`config.mk`:
```
export PLATFORM = sky130hd
export DESIGN_NAME = bk_subtractor_pipe
export DESIGN_NICKNAME = d
export VERILOG_FILES = /design/src/rtl/bk_subtractor_pipe.sv
export SDC_FILE = /design/constraint.sdc
export NUM_CORES = 1
export LEC_CHECK = 0
export CELL_PAD_IN_SITES_DETAIL_PLACEMENT = 1
export CELL_PAD_IN_SITES_GLOBAL_PLACEMENT = 1
export CORE_AREA = 3 3 110 112
export CTS_BUF_LIST = sky130_fd_sc_hd__clkbuf_8 sky130_fd_sc_hd__clkbuf_16
export DETAILED_ROUTE_END_ITERATION = 7
export DIE_AREA = 0 0 113 115
export GPL_ROUTABILITY_DRIVEN = 1
export GPL_TIMING_DRIVEN = 0
export PLACE_DENSITY = 0.94
export SETUP_SLACK_MARGIN = 0.02
export SKIP_CTS_REPAIR_TIMING = 1
export SLEW_MARGIN = 20
export SYNTH_ARGS = -nofsm -noshare
export SYNTH_HDL_FRONTEND = slang
export SYNTH_SLANG_ARGS = --single-unit
```
`constraint.sdc`:
```
create_clock -name clk -period 9.22 [get_ports clk]
set_clock_uncertainty 0.1 [all_clocks]
set_input_delay 1.844 -clock clk [delete_from_list [all_inputs] [get_ports clk]]
set_output_delay 1.844 -clock clk [all_outputs]
set_load 0.05 [all_outputs]
```
`src/rtl/bk_subtractor_pipe.sv`:
```
// Two-stage a - b subtractor: Brent-Kung lower half, carry-select upper half.
// Valid/ready on both ends; results leave in order.
module bk_add #(
  parameter int N = 16
) (
  input  logic [N-1:0] a,
  input  logic [N-1:0] b,
  input  logic         cin,
  output logic [N-1:0] sum,
  output logic         cout
);

  function automatic int top_span(input int n);
    int d;
    d = 1;
    while (4 * d <= n) d = d * 2;
    return d;
  endfunction

  localparam int TOPD = top_span(N);

  logic [N-1:0] w_g;
  logic [N-1:0] w_p;
  logic [N-1:0] w_gg;
  logic [N-1:0] w_pp;

  always_comb begin
    w_g  = a & b;
    w_p  = a ^ b;
    w_gg = w_g;
    w_pp = w_p;
    // Fold the carry-in into bit 0 so the prefix outputs are the carries.
    w_gg[0] = w_g[0] | (w_p[0] & cin);
    for (int d = 1; d < N; d = d * 2) begin
      for (int i = 2 * d - 1; i < N; i = i + 2 * d) begin
        w_gg[i] = w_gg[i] | (w_pp[i] & w_gg[i-d]);
        w_pp[i] = w_pp[i] & w_pp[i-d];
      end
    end
    for (int d = TOPD; d >= 1; d = d / 2) begin
      for (int i = 3 * d - 1; i < N; i = i + 2 * d) begin
        w_gg[i] = w_gg[i] | (w_pp[i] & w_gg[i-d]);
        w_pp[i] = w_pp[i] & w_pp[i-d];
      end
    end
    sum[0] = w_p[0] ^ cin;
    for (int i = 1; i < N; i++) begin
      sum[i] = w_p[i] ^ w_gg[i-1];
    end
    cout = w_gg[N-1];
  end

endmodule

module bk_subtractor_pipe #(
  parameter int WIDTH = 32,
  parameter int SPLIT = WIDTH / 2
) (
  input  logic             clk,
  input  logic             rst,
  input  logic             in_valid,
  output logic             in_ready,
  input  logic [WIDTH-1:0] a,
  input  logic [WIDTH-1:0] b,
  output logic             out_valid,
  input  logic             out_ready,
  output logic [WIDTH-1:0] diff,
  output logic             borrow,
  output logic             overflow
);

  localparam int HI = WIDTH - SPLIT;

  logic             r_s1_valid;
  logic [SPLIT-1:0] r_diff_lo;
  logic             r_carry_lo;
  logic [HI-1:0]    r_a_hi;
  logic [HI-1:0]    r_nb_hi;
  logic             r_sa;
  logic             r_sb;

  logic             r_s2_valid;
  logic [WIDTH-1:0] r_diff;
  logic             r_borrow;
  logic             r_overflow;

  logic             w_s2_can_load;
  logic             w_s1_adv;
  logic             w_in_fire;
  logic [WIDTH-1:0] w_nb;
  logic [SPLIT-1:0] w_lo_sum;
  logic             w_lo_cout;
  logic [HI-1:0]    w_hi0;
  logic [HI-1:0]    w_hi1;
  logic             w_c0;
  logic             w_c1;
  logic [HI-1:0]    w_hi_sel;
  logic             w_c_fin;

  assign w_s2_can_load = !r_s2_valid || out_ready;
  assign w_s1_adv      = r_s1_valid && w_s2_can_load;
  assign in_ready      = !rst && (!r_s1_valid || w_s2_can_load);
  assign w_in_fire     = in_valid && in_ready;
  assign w_nb          = ~b;

  bk_add #(.N(SPLIT)) u_lo (
    .a    (a[SPLIT-1:0]),
    .b    (w_nb[SPLIT-1:0]),
    .cin  (1'b1),
    .sum  (w_lo_sum),
    .cout (w_lo_cout)
  );

  bk_add #(.N(HI)) u_hi0 (
    .a    (r_a_hi),
    .b    (r_nb_hi),
    .cin  (1'b0),
    .sum  (w_hi0),
    .cout (w_c0)
  );

  bk_add #(.N(HI)) u_hi1 (
    .a    (r_a_hi),
    .b    (r_nb_hi),
    .cin  (1'b1),
    .sum  (w_hi1),
    .cout (w_c1)
  );

  assign w_hi_sel = r_carry_lo ? w_hi1 : w_hi0;
  assign w_c_fin  = r_carry_lo ? w_c1 : w_c0;

  always_ff @(posedge clk) begin
    if (rst) begin
      r_s1_valid <= 1'b0;
      r_diff_lo  <= '0;
      r_carry_lo <= 1'b0;
      r_a_hi     <= '0;
      r_nb_hi    <= '0;
      r_sa       <= 1'b0;
      r_sb       <= 1'b0;
    end else if (w_in_fire) begin
      r_s1_valid <= 1'b1;
      r_diff_lo  <= w_lo_sum;
      r_carry_lo <= w_lo_cout;
      r_a_hi     <= a[WIDTH-1:SPLIT];
      r_nb_hi    <= w_nb[WIDTH-1:SPLIT];
      r_sa       <= a[WIDTH-1];
      r_sb       <= b[WIDTH-1];
    end else if (w_s1_adv) begin
      r_s1_valid <= 1'b0;
    end
  end

  always_ff @(posedge clk) begin
    if (rst) begin
      r_s2_valid <= 1'b0;
      r_diff     <= '0;
      r_borrow   <= 1'b0;
      r_overflow <= 1'b0;
    end else if (w_s1_adv) begin
      r_s2_valid <= 1'b1;
      r_diff     <= {w_hi_sel, r_diff_lo};
      r_borrow   <= ~w_c_fin;
      r_overflow <= (r_sa != r_sb) && (w_hi_sel[HI-1] != r_sa);
    end else if (out_ready) begin
      r_s2_valid <= 1'b0;
    end
  end

  assign out_valid = r_s2_valid;
  assign diff      = r_diff;
  assign borrow    = r_borrow;
  assign overflow  = r_overflow;

endmodule

```
==> flow_metrics.py <==
metrics = {
    "status": {
        "status": "complete, no violations",
    },
    "pwr": {
        "powerDensity_nw_per_um2": 171,
        "fin_total_pwr_mw": 1.02,
        "ir_worst_vdd_v": 0.0000897,
        "leakage_nw": 2.37,
    },
    "clocking": {
        "clkTransAtPathRegs_ns": 0.06,
        "cts_max_level": 3,
        "cts_buffers": 9,
        "cts_tree": "yes",
        "clkSinkCount": 86,
        "insertion_delay_ns": 0.34,
        "root_buffer": "clkbuf_16",
        "cts_max_path_buffers": 2,
    },
    "global_route": {
        "grt-ovfl-total": 0,
        "gr-usage-met3": 0.0400,
        "antenna_found_initial": 0,
        "met2_usage": 0.423,
        "grt_pass1_vias": 4602,
        "grt_use_total": 0.235,
        "grt_use_met1": 0.258,
        "grt_busiest_layer": "met2",
        "grt_pass1_wl_um": 23800,
        "grt_max_degree": 14,
    },
    "critical_path": {
        "crit_family": "buffers and inverters",
        "cp.arrival_ns": 3.49,
        "path_cells": "clkdlybuf4s50_1, nor2b_4, a21oi_4, clkdlybuf4s50_1",
        "worstSetupPathType": "in2out",
        "critical_path_peak_fanout": 5,
        "cpMostUsedCell": "clkdlybuf4s50_1",
        "startpoint_type": "input pin",
        "critPathMaxStageDelay_ns": 0.89,
        "critPathCaptureType": "output pin",
        "crit_required_ns": 7.28,
        "critPathSlowestCell": "clkdlybuf4s50_1",
        "cp_num_buf_inv": 2,
    },
    "synthesis": {
        "syn_nets": 603,
        "synth_area_leaders": "dfxtp_1 39%, ha_1 8.8%, nand2_1 7.7%",
        "syn_area_per_cell_um2": 9.08,
        "ys.flop_type": "dfxtp_1",
        "netlist_area_um2": 4430,
        "synthesis.instances": 488,
        "synth_top_area_frac": 0.388,
        "synth_warnings": 0,
        "ys_types": 39,
        "synth_edf_count": 0,
        "synth-seq-cells": 86,
        "synth_top_area_cell": "dfxtp_1",
        "yosysSeqAreaShare": 0.388,
        "synthArstFlopShare": 0,
    },
    "timing": {
        "fin_crit_ns": 5.44,
        "drv_slew": 0,
        "rsz0062_at_grt": "no",
        "min_period_over_period": 0.590,
        "tightest_slew_ns": 0.838,
        "clock.fmax_mhz": 184,
        "finalHoldViolCount": 0,
        "fin_setup_tns_ns": 0,
        "setup_violations": 0,
        "relSlewSlack": 0.442,
    },
    "hold_path": {
        "holdCritPathClass": "reg2reg",
    },
    "die": {
        "ios": 104,
        "initial_utilization": 0.391,
        "die_area_um2": 13000,
        "die_x_um": 113,
        "coreArea_um2": 11300,
        "dieHeight_um": 115,
        "rows": 39,
    },
    "placement": {
        "place_inst": 734,
        "hpwl_um": 10700,
        "portBuffers": 103,
        "gp_congestion": 0.806,
    },
    "drt": {
        "drc": 0,
        "dr.pass1.iters": 4,
        "postRouteAntennaNets": 0,
        "wire_per_inst_um": 20.0,
        "viasPerCell": 5.38,
        "vias": 4038,
        "drt_iter0_markers": 239,
        "routed_wl_um": 15000,
    },
    "cells_and_area": {
        "num_antenna_cells": 0,
        "utilization": 0.525,
        "layout-drive-gt1-share": 0.119,
        "layout.cells.non_filler": 750,
        "num-nets-final": 717,
        "area_delta_synth_final_pct": 34.1,
    },
    "flow_run": {
        "max_cap_violations": 0,
    },
}
final timing paths:
path	start	to	slack (ns)	cells past startpoint
hold reg to reg	diff[17]$_SDFFE_PP0P_	diff[17]$_SDFFE_PP0P_	0.35	2
setup reg to reg	r_a_hi[0]$_SDFFE_PP0P_	overflow$_SDFFE_PP0P_	5.40	14
setup / recovery	out_ready	in_ready	3.78	4
hold / removal	diff[17]$_SDFFE_PP0P_	diff[17]$_SDFFE_PP0P_	0.35	2
tightest hold or removal path: stages (launching register included):
cell and delay (ns):
dfxtp_1 0.31, nand2_1 0.05, a21oi_1 0.05
synthesized netlist by cell type (all sizes together) (2+ instances only):
cell type,number
xor2,5
a211oi,36
o31ai,4
nand2,91
a21o,7
buf,21
ha,31
nor2,42
fa,16
inv,35
clkbuf,6
nor2b,3
o21a,2
and2,2
nand3,8
xnor2,10
nor3,5
o211ai,4
o21ai,25
a21oi,39
nand2b,4
dfxtp,86
cell families (layout without fill, tap and decap cells):
family,count (synthesis),in the layout,share of synthesized area
flip-flops,86,86,0.388
buffers and inverters,62,181,0.0686
AND/OR/NAND/NOR,157,157,0.151
XOR/XNOR,15,15,0.0296
AO/OA/AOI/OAI,121,121,0.202
adder cells (fa/ha/maj),47,47,0.160
sequential cells by signal, indices dropped and copies added, names as in the netlist:
name	cells
r_nb_hi	16
borrow	1
r_diff_lo	16
r_sa	1
diff	32
r_a_hi	15
out_valid	1
r_carry_lo	1
overflow	1
r_s1_valid	1
r_sb	1
layer usage:
metal	vias to the layer above	routed length [µm]
met4	0	820
met1	1955	5650
li1	1869	-
met3	66	762
met5	-	0
met2	148	7750
metrics by stage:
stage,hold WS (ns),cell area [µm²],worst slack (ns)
after floorplan,0.332,4430,5.04
after global placement,0.338,5640,3.84
after detailed placement,0.350,5640,3.81
after CTS,0.358,5940,3.78
after global routing,0.386,5940,3.75
final,0.354,5940,3.78
report_power, final:
group	internal [mW]	leakage, nW	switching, mW
Clock	0.222	0.156	0.148
Combinational	0.0964	1.51	0.130
Sequential	0.398	0.707	0.0215
cell usage in the layout, fill, tap and decap left out, types with 9 or more instances in the layout:
master	instances
xnor2_1	10
inv_1	36
dfxtp_1	86
nor2_1	32
fa_1	16
nand2_1	91
nor2_2	10
a211oi_2	24
ha_1	31
a21oi_1	38
clkdlybuf4s50_1	103
buf_2	11
clkbuf_16	9
a211oi_1	12
o21ai_0	24
area by class of cell:
class                      instances  area [µm²]
buffer                            27         173
clock buffer                      11         253
clock inverter                     5        48.8
fill                            1324        5380
inverter                          35         131
multi-input combinational        340        2410
sequential                        86        1720
tap                              143         179
timing repair buffer             103        1030
(Power assumes the default switching activity.)
